`config.mk`:
```
export PLATFORM = sky130hd
export DESIGN_NAME = l3_req_sequencer
export DESIGN_NICKNAME = d
export VERILOG_FILES = /design/src/rtl/l3_req_sequencer_pkg.sv /design/src/rtl/l3_req_sequencer_mesif_next.sv /design/src/rtl/l3_req_sequencer.sv
export SDC_FILE = /design/constraint.sdc
export NUM_CORES = 1
export LEC_CHECK = 0
export CORE_ASPECT_RATIO = 1.25
export CORE_MARGIN = 10
export CORE_UTILIZATION = 48
export DETAILED_ROUTE_END_ITERATION = 10
export PLACE_DENSITY = 0.78
export SLEW_MARGIN = 20
export SYNTH_ARGS = -nofsm -noshare
export SYNTH_HDL_FRONTEND = slang
export SYNTH_SLANG_ARGS = --single-unit
```
`constraint.sdc`:
```
create_clock -name clk -period 2.9 [get_ports clk]
set_input_delay 0.58 -clock clk [delete_from_list [all_inputs] [get_ports clk]]
set_output_delay 0.58 -clock clk [all_outputs]
set_load 0.02 [all_outputs]
```
`src/rtl/l3_req_sequencer_pkg.sv`:
```
// Shared encodings for the L3 request sequencer: trace ops, bus ops,
// MESIF line states, snoop results and the sequencer FSM state type.
package l3_pkg;

   // Trace command op codes
   localparam logic [3:0] OP_READ    = 4'd0;
   localparam logic [3:0] OP_WRITE   = 4'd1;
   localparam logic [3:0] OP_IREAD   = 4'd2;
   localparam logic [3:0] OP_SNP_INV = 4'd3;
   localparam logic [3:0] OP_SNP_RD  = 4'd4;
   localparam logic [3:0] OP_SNP_WR  = 4'd5;
   localparam logic [3:0] OP_SNP_RFO = 4'd6;
   localparam logic [3:0] OP_CLEAR   = 4'd8;
   localparam logic [3:0] OP_PRINT   = 4'd9;

   // Bus transaction codes
   localparam logic [2:0] BUS_NONE  = 3'd0;
   localparam logic [2:0] BUS_READ  = 3'd1;
   localparam logic [2:0] BUS_WRITE = 3'd2;
   localparam logic [2:0] BUS_INV   = 3'd3;
   localparam logic [2:0] BUS_RFO   = 3'd4;

   // MESIF line states
   localparam logic [2:0] MESIF_M = 3'd0;
   localparam logic [2:0] MESIF_E = 3'd1;
   localparam logic [2:0] MESIF_S = 3'd2;
   localparam logic [2:0] MESIF_I = 3'd3;
   localparam logic [2:0] MESIF_F = 3'd4;

   // Snoop result codes
   localparam logic [1:0] SNP_HIT   = 2'd0;
   localparam logic [1:0] SNP_HITM  = 2'd1;
   localparam logic [1:0] SNP_NOHIT = 2'd2;

   typedef enum logic [2:0] {
      S_IDLE    = 3'd0,
      S_LOOKUP  = 3'd1,
      S_WAIT_LK = 3'd2,
      S_EVICT   = 3'd3,
      S_BUSOP   = 3'd4,
      S_UPDATE  = 3'd5,
      S_CLEAR   = 3'd6,
      S_DONE    = 3'd7
   } seq_state_t;

   // Processor-side ops that touch PLRU and statistics
   function automatic logic is_cpu(input logic [3:0] op);
      return (op == OP_READ) || (op == OP_WRITE) || (op == OP_IREAD);
   endfunction

   // Snoop ops observed from other caches
   function automatic logic is_snoop(input logic [3:0] op);
      return (op >= OP_SNP_INV) && (op <= OP_SNP_RFO);
   endfunction

endpackage

```
`src/rtl/l3_req_sequencer_mesif_next.sv`:
```
// MESIF protocol decision: given op, hit, current line state and the bus
// snoop result, produce the next line state, our snoop answer and the bus
// transaction (if any) this command needs. Victim writeback is decided by
// the sequencer, not here.
module l3_mesif_next
   import l3_pkg::*;
(
   input  logic [3:0] op,
   input  logic       hit,
   input  logic [2:0] cur_state,
   input  logic [1:0] bus_snoop,
   output logic [2:0] next_state,
   output logic [1:0] snoop_out,
   output logic       needs_bus,
   output logic [2:0] bus_op
);

   // Protocol table; defaults leave the line untouched with no bus traffic
   always_comb begin
      next_state = cur_state;
      snoop_out  = SNP_NOHIT;
      needs_bus  = 1'b0;
      bus_op     = BUS_NONE;
      case (op)
         OP_READ, OP_IREAD: begin
            if (!hit) begin
               needs_bus  = 1'b1;
               bus_op     = BUS_READ;
               next_state = (bus_snoop == SNP_NOHIT) ? MESIF_E : MESIF_F;
            end
         end
         OP_WRITE: begin
            next_state = MESIF_M;
            if (hit && (cur_state == MESIF_S || cur_state == MESIF_F)) begin
               needs_bus = 1'b1;
               bus_op    = BUS_INV;
            end else if (!hit || cur_state == MESIF_I) begin
               needs_bus = 1'b1;
               bus_op    = BUS_RFO;
            end
         end
         OP_SNP_INV: begin
            if (hit) begin
               snoop_out = SNP_HIT;
               if (cur_state == MESIF_S || cur_state == MESIF_F)
                  next_state = MESIF_I;
            end
         end
         OP_SNP_RD: begin
            if (hit) begin
               next_state = MESIF_S;
               if (cur_state == MESIF_M) begin
                  snoop_out = SNP_HITM;
                  needs_bus = 1'b1;
                  bus_op    = BUS_WRITE;
               end else begin
                  snoop_out = SNP_HIT;
               end
            end
         end
         OP_SNP_WR: begin
            if (hit)
               snoop_out = SNP_HIT;
         end
         OP_SNP_RFO: begin
            if (hit) begin
               next_state = MESIF_I;
               if (cur_state == MESIF_M) begin
                  snoop_out = SNP_HITM;
                  needs_bus = 1'b1;
                  bus_op    = BUS_WRITE;
               end else begin
                  snoop_out = SNP_HIT;
               end
            end
         end
         default: ;
      endcase
   end

endmodule

```
`src/rtl/l3_req_sequencer.sv`:
```
// L3 request sequencer: accepts one trace command at a time and walks it
// through lookup, optional victim writeback, bus transaction, line update
// and snoop response, keeping read/write/hit/miss statistics.
module l3_req_sequencer
   import l3_pkg::*;
#(
   parameter int TAG_BITS   = 12,
   parameter int INDEX_BITS = 14,
   parameter int WAY_BITS   = 4,
   parameter int CNT_W      = 32
)(
   input  logic                  clk,
   input  logic                  rst,
   input  logic                  cmd_valid,
   output logic                  cmd_ready,
   input  logic [3:0]            cmd_op,
   input  logic [TAG_BITS-1:0]   cmd_tag,
   input  logic [INDEX_BITS-1:0] cmd_index,
   output logic                  lk_req,
   output logic [INDEX_BITS-1:0] lk_index,
   output logic [TAG_BITS-1:0]   lk_tag,
   input  logic                  lk_rsp_valid,
   input  logic                  lk_hit,
   input  logic [WAY_BITS-1:0]   lk_way,
   input  logic [2:0]            lk_state,
   input  logic [WAY_BITS-1:0]   lk_victim_way,
   input  logic [2:0]            lk_victim_state,
   output logic                  upd_valid,
   output logic [INDEX_BITS-1:0] upd_index,
   output logic [WAY_BITS-1:0]   upd_way,
   output logic [TAG_BITS-1:0]   upd_tag,
   output logic [2:0]            upd_state,
   output logic                  upd_plru,
   output logic                  bus_valid,
   output logic [2:0]            bus_op,
   input  logic                  bus_ready,
   input  logic [1:0]            bus_snoop,
   output logic                  snoop_valid,
   output logic [1:0]            snoop_out,
   output logic                  clr_req,
   input  logic                  clr_done,
   output logic                  print_req,
   output logic                  busy,
   output logic [CNT_W-1:0]      cnt_read,
   output logic [CNT_W-1:0]      cnt_write,
   output logic [CNT_W-1:0]      cnt_hit,
   output logic [CNT_W-1:0]      cnt_miss
);

   seq_state_t state, state_nx;

   logic [3:0]            op_q;
   logic [TAG_BITS-1:0]   tag_q;
   logic [INDEX_BITS-1:0] index_q;
   logic                  hit_q;
   logic [2:0]            line_state_q;
   logic [WAY_BITS-1:0]   way_q;
   logic [2:0]            upd_state_q;
   logic [2:0]            bus_op_q;
   logic [1:0]            snoop_out_q;
   logic                  snoop_vld_q;
   logic                  print_q;

   logic       accept;
   logic       lk_done;
   logic       evict_need;
   logic       m_hit;
   logic [2:0] m_cur;
   logic [2:0] m_next;
   logic [1:0] m_snoop;
   logic       m_needs_bus;
   logic [2:0] m_bus_op;

   assign accept  = cmd_valid && (state == S_IDLE);
   assign lk_done = (state == S_WAIT_LK) && lk_rsp_valid;

   // While the lookup answer is arriving, decide from the live response;
   // afterwards (bus phase) use the latched copy.
   assign m_hit = (state == S_WAIT_LK) ? lk_hit   : hit_q;
   assign m_cur = (state == S_WAIT_LK) ? lk_state : line_state_q;

   // A processor miss whose victim is dirty must be written back first
   assign evict_need = !lk_hit && is_cpu(op_q) && (lk_victim_state == MESIF_M);

   l3_mesif_next u_mesif (
      .op         (op_q),
      .hit        (m_hit),
      .cur_state  (m_cur),
      .bus_snoop  (bus_snoop),
      .next_state (m_next),
      .snoop_out  (m_snoop),
      .needs_bus  (m_needs_bus),
      .bus_op     (m_bus_op)
   );

   // FSM state register
   always_ff @(posedge clk) begin
      if (rst)
         state <= S_IDLE;
      else
         state <= state_nx;
   end

   // Next-state decision
   always_comb begin
      state_nx = state;
      unique case (state)
         S_IDLE: begin
            if (accept) begin
               if (is_cpu(cmd_op) || is_snoop(cmd_op))
                  state_nx = S_LOOKUP;
               else if (cmd_op == OP_CLEAR)
                  state_nx = S_CLEAR;
            end
         end
         S_LOOKUP:  state_nx = S_WAIT_LK;
         S_WAIT_LK: begin
            if (lk_rsp_valid) begin
               if (is_snoop(op_q)) begin
                  if (!lk_hit)
                     state_nx = S_DONE;
                  else if (m_needs_bus)
                     state_nx = S_BUSOP;
                  else if (m_next != lk_state)
                     state_nx = S_UPDATE;
                  else
                     state_nx = S_DONE;
               end else if (evict_need) begin
                  state_nx = S_EVICT;
               end else if (m_needs_bus) begin
                  state_nx = S_BUSOP;
               end else begin
                  state_nx = S_UPDATE;
               end
            end
         end
         S_EVICT:  if (bus_ready) state_nx = S_BUSOP;
         S_BUSOP:  if (bus_ready) state_nx = S_UPDATE;
         S_UPDATE: state_nx = S_DONE;
         S_CLEAR:  if (clr_done) state_nx = S_IDLE;
         S_DONE:   state_nx = S_IDLE;
         default:  state_nx = S_IDLE;
      endcase
   end

   // Command and lookup-result capture (data path, no reset needed)
   always_ff @(posedge clk) begin
      if (accept) begin
         op_q    <= cmd_op;
         tag_q   <= cmd_tag;
         index_q <= cmd_index;
      end
      if (lk_done) begin
         hit_q        <= lk_hit;
         line_state_q <= lk_state;
         way_q        <= lk_hit ? lk_way : lk_victim_way;
         upd_state_q  <= m_next;
         bus_op_q     <= m_bus_op;
         snoop_out_q  <= m_snoop;
      end
      if ((state == S_BUSOP) && bus_ready)
         upd_state_q <= m_next;
   end

   // Control strobes and statistics
   always_ff @(posedge clk) begin
      if (rst) begin
         snoop_vld_q <= 1'b0;
         print_q     <= 1'b0;
         cnt_read    <= '0;
         cnt_write   <= '0;
         cnt_hit     <= '0;
         cnt_miss    <= '0;
      end else begin
         snoop_vld_q <= lk_done && is_snoop(op_q);
         print_q     <= accept && (cmd_op == OP_PRINT);
         if ((state == S_CLEAR) && clr_done) begin
            cnt_read  <= '0;
            cnt_write <= '0;
            cnt_hit   <= '0;
            cnt_miss  <= '0;
         end else if (lk_done && is_cpu(op_q)) begin
            if (op_q == OP_WRITE)
               cnt_write <= cnt_write + CNT_W'(1);
            else
               cnt_read <= cnt_read + CNT_W'(1);
            if (lk_hit)
               cnt_hit <= cnt_hit + CNT_W'(1);
            else
               cnt_miss <= cnt_miss + CNT_W'(1);
         end
      end
   end

   // Output decode; data fields are zero except while their strobe is high
   always_comb begin
      cmd_ready   = (state == S_IDLE);
      busy        = (state != S_IDLE);
      lk_req      = (state == S_LOOKUP);
      lk_index    = '0;
      lk_tag      = '0;
      upd_valid   = (state == S_UPDATE);
      upd_index   = '0;
      upd_way     = '0;
      upd_tag     = '0;
      upd_state   = '0;
      upd_plru    = 1'b0;
      bus_valid   = 1'b0;
      bus_op      = BUS_NONE;
      clr_req     = (state == S_CLEAR) && !rst;
      snoop_valid = snoop_vld_q;
      snoop_out   = snoop_vld_q ? snoop_out_q : '0;
      print_req   = print_q;
      if (state == S_LOOKUP) begin
         lk_index = index_q;
         lk_tag   = tag_q;
      end
      if (state == S_UPDATE) begin
         upd_index = index_q;
         upd_way   = way_q;
         upd_tag   = tag_q;
         upd_state = upd_state_q;
         upd_plru  = is_cpu(op_q);
      end
      if (!rst && (state == S_EVICT)) begin
         bus_valid = 1'b1;
         bus_op    = BUS_WRITE;
      end else if (!rst && (state == S_BUSOP)) begin
         bus_valid = 1'b1;
         bus_op    = bus_op_q;
      end
   end

endmodule

```
Yosys cells after proc, flatten, opt, wreduce, memory -nomap -nowiden --
Index checks and enable logic that the tools add are counted.
Storage, ports and cells: register bits after elaboration 179, bits of input ports 53
Cells by class: add/subtract/negate cells 4, magnitude comparators 4, eq/ne operators 28, mux-type cells 54, bitwise gates (word level) 2, reductions and logical operators 41
Operator list (number):
- 32-bit by 1-bit adder with 32-bit output, second input constant | 4
- 3-bit 2-to-1 mux | 24
- 14-bit 2-to-1 mux | 2
- 12-bit 2-to-1 mux | 2
- 3-bit case mux with 8 select lines | 1
- 3-bit equality test, second input constant | 5
- 1-bit logical AND | 15
- 3-bit case mux with 5 select lines | 1
- 2-bit 2-to-1 mux | 7
- 3-bit by 2-bit equality test with 1-bit output, second input constant | 4
- 4-bit by 2-bit equality test with 1-bit output, second input constant | 3
- 4-bit by 3-bit equality test with 1-bit output, second input constant | 3
- 1-bit 2-to-1 mux | 12
- 3-bit zero test | 3
- 3-bit case mux with 3 select lines | 1
- 4-bit by 1-bit equality test with 1-bit output, second input constant | 2
- 4-bit equality test, second input constant | 2
- 4-bit by 2-bit >= comparator with 1-bit output, second input constant | 2
- 4-bit by 3-bit less-or-equal comparator with 1-bit output, second input constant | 2
- 4-bit zero test | 2
- 4-bit 2-to-1 mux | 2
- 2-bit inequality test, second input constant | 4
- 2-bit AND reduction | 4
- 2-bit OR reduction | 4
- 13 further kinds | 22

Logic depth before layout (Yosys ltp) --
depth in word-level cells 14, mapped depth 10, mapped depth without buffers 7

Hierarchy --
A second synthesis with hierarchy kept.
Second synthesis, totals: cell total of the unflattened synthesis 1021, area total of the unflattened synthesis 9203.8 sq um
By module, submodules not included:
- l3_req_sequencer | times used 1, cells an instance 975, area an instance 8884.8 sq um
- l3_mesif_next | times used 1, cells an instance 46, area an instance 319.1 sq um

Worst setup path before layout --
OpenSTA, ideal clock, no wires.
kind register to register, start register state[1], end register index_q[0], enable pin, data arrival time 2217 ps, path slack 293 ps, stages on the path, launching flop included 5, period minus slack after synthesis 2607 ps, cells stage by stage dfxtp_1 clkbuf_1 clkbuf_1 nor3_1 and2_1
On the way: longest elaborated chain between the ends 2
Ends and longest elaborated chain:
- from (decl) | line l3_req_sequencer.sv:50 | seq_state_t state, state_nx;
- from (signal assigned) | line l3_req_sequencer.sv:101 | state <= state_nx;
- 3-bit zero test
- named net cmd_ready | line l3_req_sequencer.sv:15 | output logic cmd_ready,
- 1-bit logical AND | line l3_req_sequencer.sv:74 | assign accept = cmd_valid && (state == S_IDLE);
- named net accept | line l3_req_sequencer.sv:64 | logic accept;
- to (signal assigned) | line l3_req_sequencer.sv:151 | index_q <= cmd_index;
- to (decl) | line l3_req_sequencer.sv:54 | logic [INDEX_BITS-1:0] index_q;
The timed path passes the listed nets, and every way through them passes these cells. A chain may end at the register's enable or synchronous reset.

Worst setup path after layout --
start register op_q[1], end output upd_plru
On the way: longest elaborated chain between the ends 4, elaborated cells between the ends (all ways) 6, classes of those cells eq/ne: 2; mux: 1; reduce/logical: 3
Ends and longest elaborated chain:
- from (decl) | line l3_req_sequencer.sv:52 | logic [3:0] op_q;
- from (signal assigned) | line l3_req_sequencer.sv:149 | op_q <= cmd_op;
- 4-bit by 1-bit equality test with 1-bit output or 4-bit zero test (tied branches) | line l3_req_sequencer_pkg.sv:48 | return (op == OP_READ) || (op == OP_WRITE) || (op == OP_IREAD);
- 1-bit logical OR | line l3_req_sequencer_pkg.sv:48
- 1-bit logical OR (*) | line l3_req_sequencer_pkg.sv:48
- 1-bit 2-to-1 mux (*) | line l3_req_sequencer.sv:218 | if (state == S_UPDATE) begin
- to (decl) | line l3_req_sequencer.sv:33 | output logic upd_plru,
Mark *: on every way between the ends. The rest lies on a longest branch, timed or not.

==> summary.md <==
| Metric | Value |
|---|---|
| Drt wl/cell | about 17 um |
| Fraction of registers with async set or reset after synthesis | 0% |
| Clock tree sinks | about 180 |
| Min Tclk post-route | 2.85 ns |
| CTS clock-pin slew for the worst setup and hold paths | approximately 0.060 ns |
| GRT Total Usage | between 20 and 25% |
| Hold WS | 0.491 ns |
| Longest Clk Path Bufs | 2 |
| Fin crit share | between 90% and 100% |
| Fin cells | 1,425 |
| Layout area overhead | 42.9% |
| CP cell instances | a211o_1 > nor4_2 > buf_4 > clkdlybuf4s50_1 |
| CP Launch Type | flip-flop |
| GR Util met1 | between 20% and 30% |
| EDFF count, synth | 46 |
| Ys Warns | 0 |
| Setup TNS | 0 ns |
| Crit. End Element | primary output |
| Final setup fails | 0 |
| Via density | 5.38 |
| Largest net degree at the start of global routing | 60 |
| Drt total wl | 24,700 um |
| Fillers | 1,450 |
| CTS root buf | clkbuf_16 |
| Pwr dens | between 500 and 600 mW/mm^2 |
| Num rows | 54 |
| M3 GR Usage | between 7 and 8% |
| Syn Inst Count | a little over 900 |
| HPWL after DPL | 18,700 um |
| Starting Density | ~49% |
| Post-Synthesis Net Count | 971 |
| Post-synthesis sequential area ratio | 47.7% |
| Vias in the first global route | about 7,500 |
| H-tree levels | 4 |
| Met2 usage | between 30% and 40% |
| Hold Path Class | flip-flop to flip-flop |
| First-pass GRT wire length | 39,300 um |
| FMAX | between 0.3 and 0.4 GHz |
| CP max stage delay | 0.60 ns |
| P_leak | around 4.5 nW |
| Ports | 254 |
| RSZ-0062 raised after global routing | yes |
| Nets | between 1,000 and 1,500 |
| Grt ovf | 0 |
| Crit path DAT | approximately 2.3 ns |
| Chip width | 139 um |
| Synth unique cells | between 60 and 70 |
| Status | finished, final reports clean |
| FF+latch count, synth | ~180 |
| Die area | around 0.023 mm^2 |
| Gpl congestion | slightly below 0.9 |
| Max-Cap Viols | 0 |
| Layout cells sized above 1 | 8.01% |
| Maximum vdd drop | 331 uV |
| Num CTS Buffers | 17 |
| Port bufs | 253 |
| Critical Path RT | ~2.3 ns |
| Vias | roughly 7,700 |
| Initial antenna violation count | 3 |
| Crit-path max FO | 5 |
| CTS tree | yes |
| DR iter-0 viols | around 400 |
| Crit path kind | flip-flop to primary output |
| Final Hold Vio Count | 0 |
| Worst Max-Slew Pin Slew | 0.533 ns |
| Antenna-violating nets left | 0 |
| # DRC | 0 |
| Relative slew margins | approximately 64% |
| Inst Count DP | about 1,400 |
| Mean Syn Cell Area | 9.28 um^2 |
| Most used routing layer | met2 |
| Layout Skew | 0.00874 ns |
| Max Slew Vio Count | 0 |
| Chip Height | about 170 um |
| Core Area | 0.0174 mm^2 |
| Slowest CP cell | clkdlybuf4s50_1 |
| Synth Flop Type | dfxtp_1 |
| Post-Syn Area | 0.00848 mm^2 |
| Drt first pass iters | 5 |
| Clock latency on the worst-skew pair | roughly 0.43 ns |
[registers in the layout, summed over array words and instances, names as in the netlist]
signal,flops
hit_q,1
index_q,14
cnt_miss,32
op_q,4
snoop_out_q,2
way_q,4
state,3
cnt_read,32
upd_state_q,3
tag_q,12
snoop_valid,1
cnt_write,32
bus_op_q,3
line_state_q,3
print_req,1
cnt_hit,32
[routing by layer]
layer	vias up	routed length (um)
li1	3757	-
met1	3626	9580
met2	246	12600
met3	31	1980
met4	2	562
met5	-	12
[kinds of logic (layout without fill, tap and decap cells)]
kind of cell | after synthesis | in the layout | synth area share, %
simple gates | 460 | 460 | 29.3
flops | 179 | 179 | 47.7
other cells | 0 | 2 | 0
xor+xnor | 104 | 104 | 10.7
fa+ha+maj | 4 | 4 | 0.590
mux | 10 | 10 | 1.27
buf+inv | 53 | 338 | 2.49
compound gates | 104 | 104 | 7.88
[power breakdown]
group          switching (W)  internal [W]
sequential         0.0000952       0.00280
combinational        0.00103      0.000780
clock               0.000990       0.00135
total                0.00212       0.00493
[worst max-delay path, delay by kind of cell (launching register included)]
| family | cells | cell delay [ns] |
|---|---|---|
| AO/OA/AOI/OAI | 1 | 0.41 |
| buffers and inverters | 2 | 0.77 |
| flip-flops | 1 | 0.41 |
| AND/OR/NAND/NOR | 1 | 0.25 |
[Yosys cell counts, types with 3 or more instances]
| library cell | instances | share of area (%) |
|---|---|---|
| a22oi_1 | 5 | 0.44 |
| inv_1 | 16 | 0.71 |
| or3_1 | 26 | 1.9 |
| a21oi_1 | 38 | 2.2 |
| nand4b_1 | 3 | 0.31 |
| nor4_2 | 3 | 0.44 |
| dfxtp_1 | 133 | 31 |
| xor2_1 | 70 | 7.2 |
| o21ai_0 | 31 | 1.8 |
| ha_1 | 4 | 0.59 |
| buf_2 | 4 | 0.24 |
| a211o_1 | 4 | 0.41 |
| nand2b_1 | 6 | 0.44 |
| nor2_1 | 126 | 5.6 |
| clkbuf_1 | 28 | 1.2 |
| and4_1 | 18 | 1.9 |
| xnor2_1 | 34 | 3.5 |
| nand3_1 | 43 | 2.5 |
| nor4_1 | 8 | 0.59 |
| nor3_1 | 21 | 1.2 |
| buf_1 | 3 | 0.13 |
| edfxtp_1 | 46 | 16 |
| mux2i_1 | 4 | 0.47 |
| nor2b_1 | 5 | 0.37 |
| nand4_1 | 37 | 2.7 |
| and2_1 | 72 | 5.3 |
| and3_1 | 14 | 1.0 |
| nand2_1 | 55 | 2.4 |
| nor4b_1 | 3 | 0.31 |
| o211ai_1 | 3 | 0.27 |
| mux2_2 | 6 | 0.80 |
| nand3b_1 | 3 | 0.27 |
[cell usage in the layout (no fill, tap or decap), types with 3 or more instances in the layout]
cell type,netlist,final
nor3_2,2,4
nand3b_1,3,3
clkbuf_16,0,20
o21ai_0,31,31
nor2b_1,5,5
inv_1,16,16
mux2i_1,4,4
mux2_2,6,6
nand2b_1,6,6
nor4_1,8,7
ha_1,4,4
or3_1,26,26
a22oi_1,5,5
and4_1,18,18
xnor2_1,34,34
a21oi_1,38,38
o211ai_1,3,3
clkdlybuf4s50_1,0,236
nand4_1,37,37
nor3_1,21,19
xor2_1,70,70
nor2_1,126,126
dfxtp_1,133,132
and3_1,14,14
nor4b_1,3,3
edfxtp_1,46,46
nand4b_1,3,3
nor4_2,3,4
a211o_1,4,4
dlymetal6s2s_1,0,16
buf_4,0,33
and2_1,72,72
nand2_1,55,55
inv_6,0,4
nand3_1,43,43
[stage by stage]
stage | util (%) | power (W) | setup WS, ns | area (um^2)
after global placement | 65.5 | 0.00471 | 0.0476 | 11400
final | 69.5 | 0.00705 | 0.0485 | 12100
after CTS | 69.3 | 0.00710 | 0.0117 | 12100
after detailed placement | 65.5 | 0.00473 | 0.0629 | 11400
after global routing | 69.5 | 0.00737 | -0.0667 | 12100
after floorplan | - | 0.00398 | 0.293 | 8480
[repair_timing]
| item | 4_1_cts | 5_1_grt |
|---|---|---|
| gates resized for setup | 4 | 17 |
| setup buffers | 4 | 0 |
| hold buffers | 0 | 0 |
| setup endpoints to repair | 35 | 23 |
| cloned | 0 | 0 |
[final timing paths]
check                            startpoint  slack (ns)  depth (start not counted)            to
worst max-delay path                op_q[1]        0.05                          4      upd_plru
worst min-delay path            cnt_read[1]        0.49                          2   cnt_read[1]
worst max register to register      op_q[1]        0.35                          7  cnt_miss[24]
worst min register to register  cnt_read[1]        0.49                          2   cnt_read[1]
[area by class of cell]
type | count | area, um^2 | area share, %
timing repair buffer | 289 | 2860 | 23.6
inverter | 17 | 63.8 | 0.526
antenna | 2 | 5.00 | 0.0413
sequential | 179 | 4050 | 33.4
clock buffer | 21 | 505 | 4.17
tap | 224 | 280 | 2.31
multi-input combinational | 682 | 4250 | 35.1
clock inverter | 11 | 108 | 0.888
(Power assumes the default switching activity.)
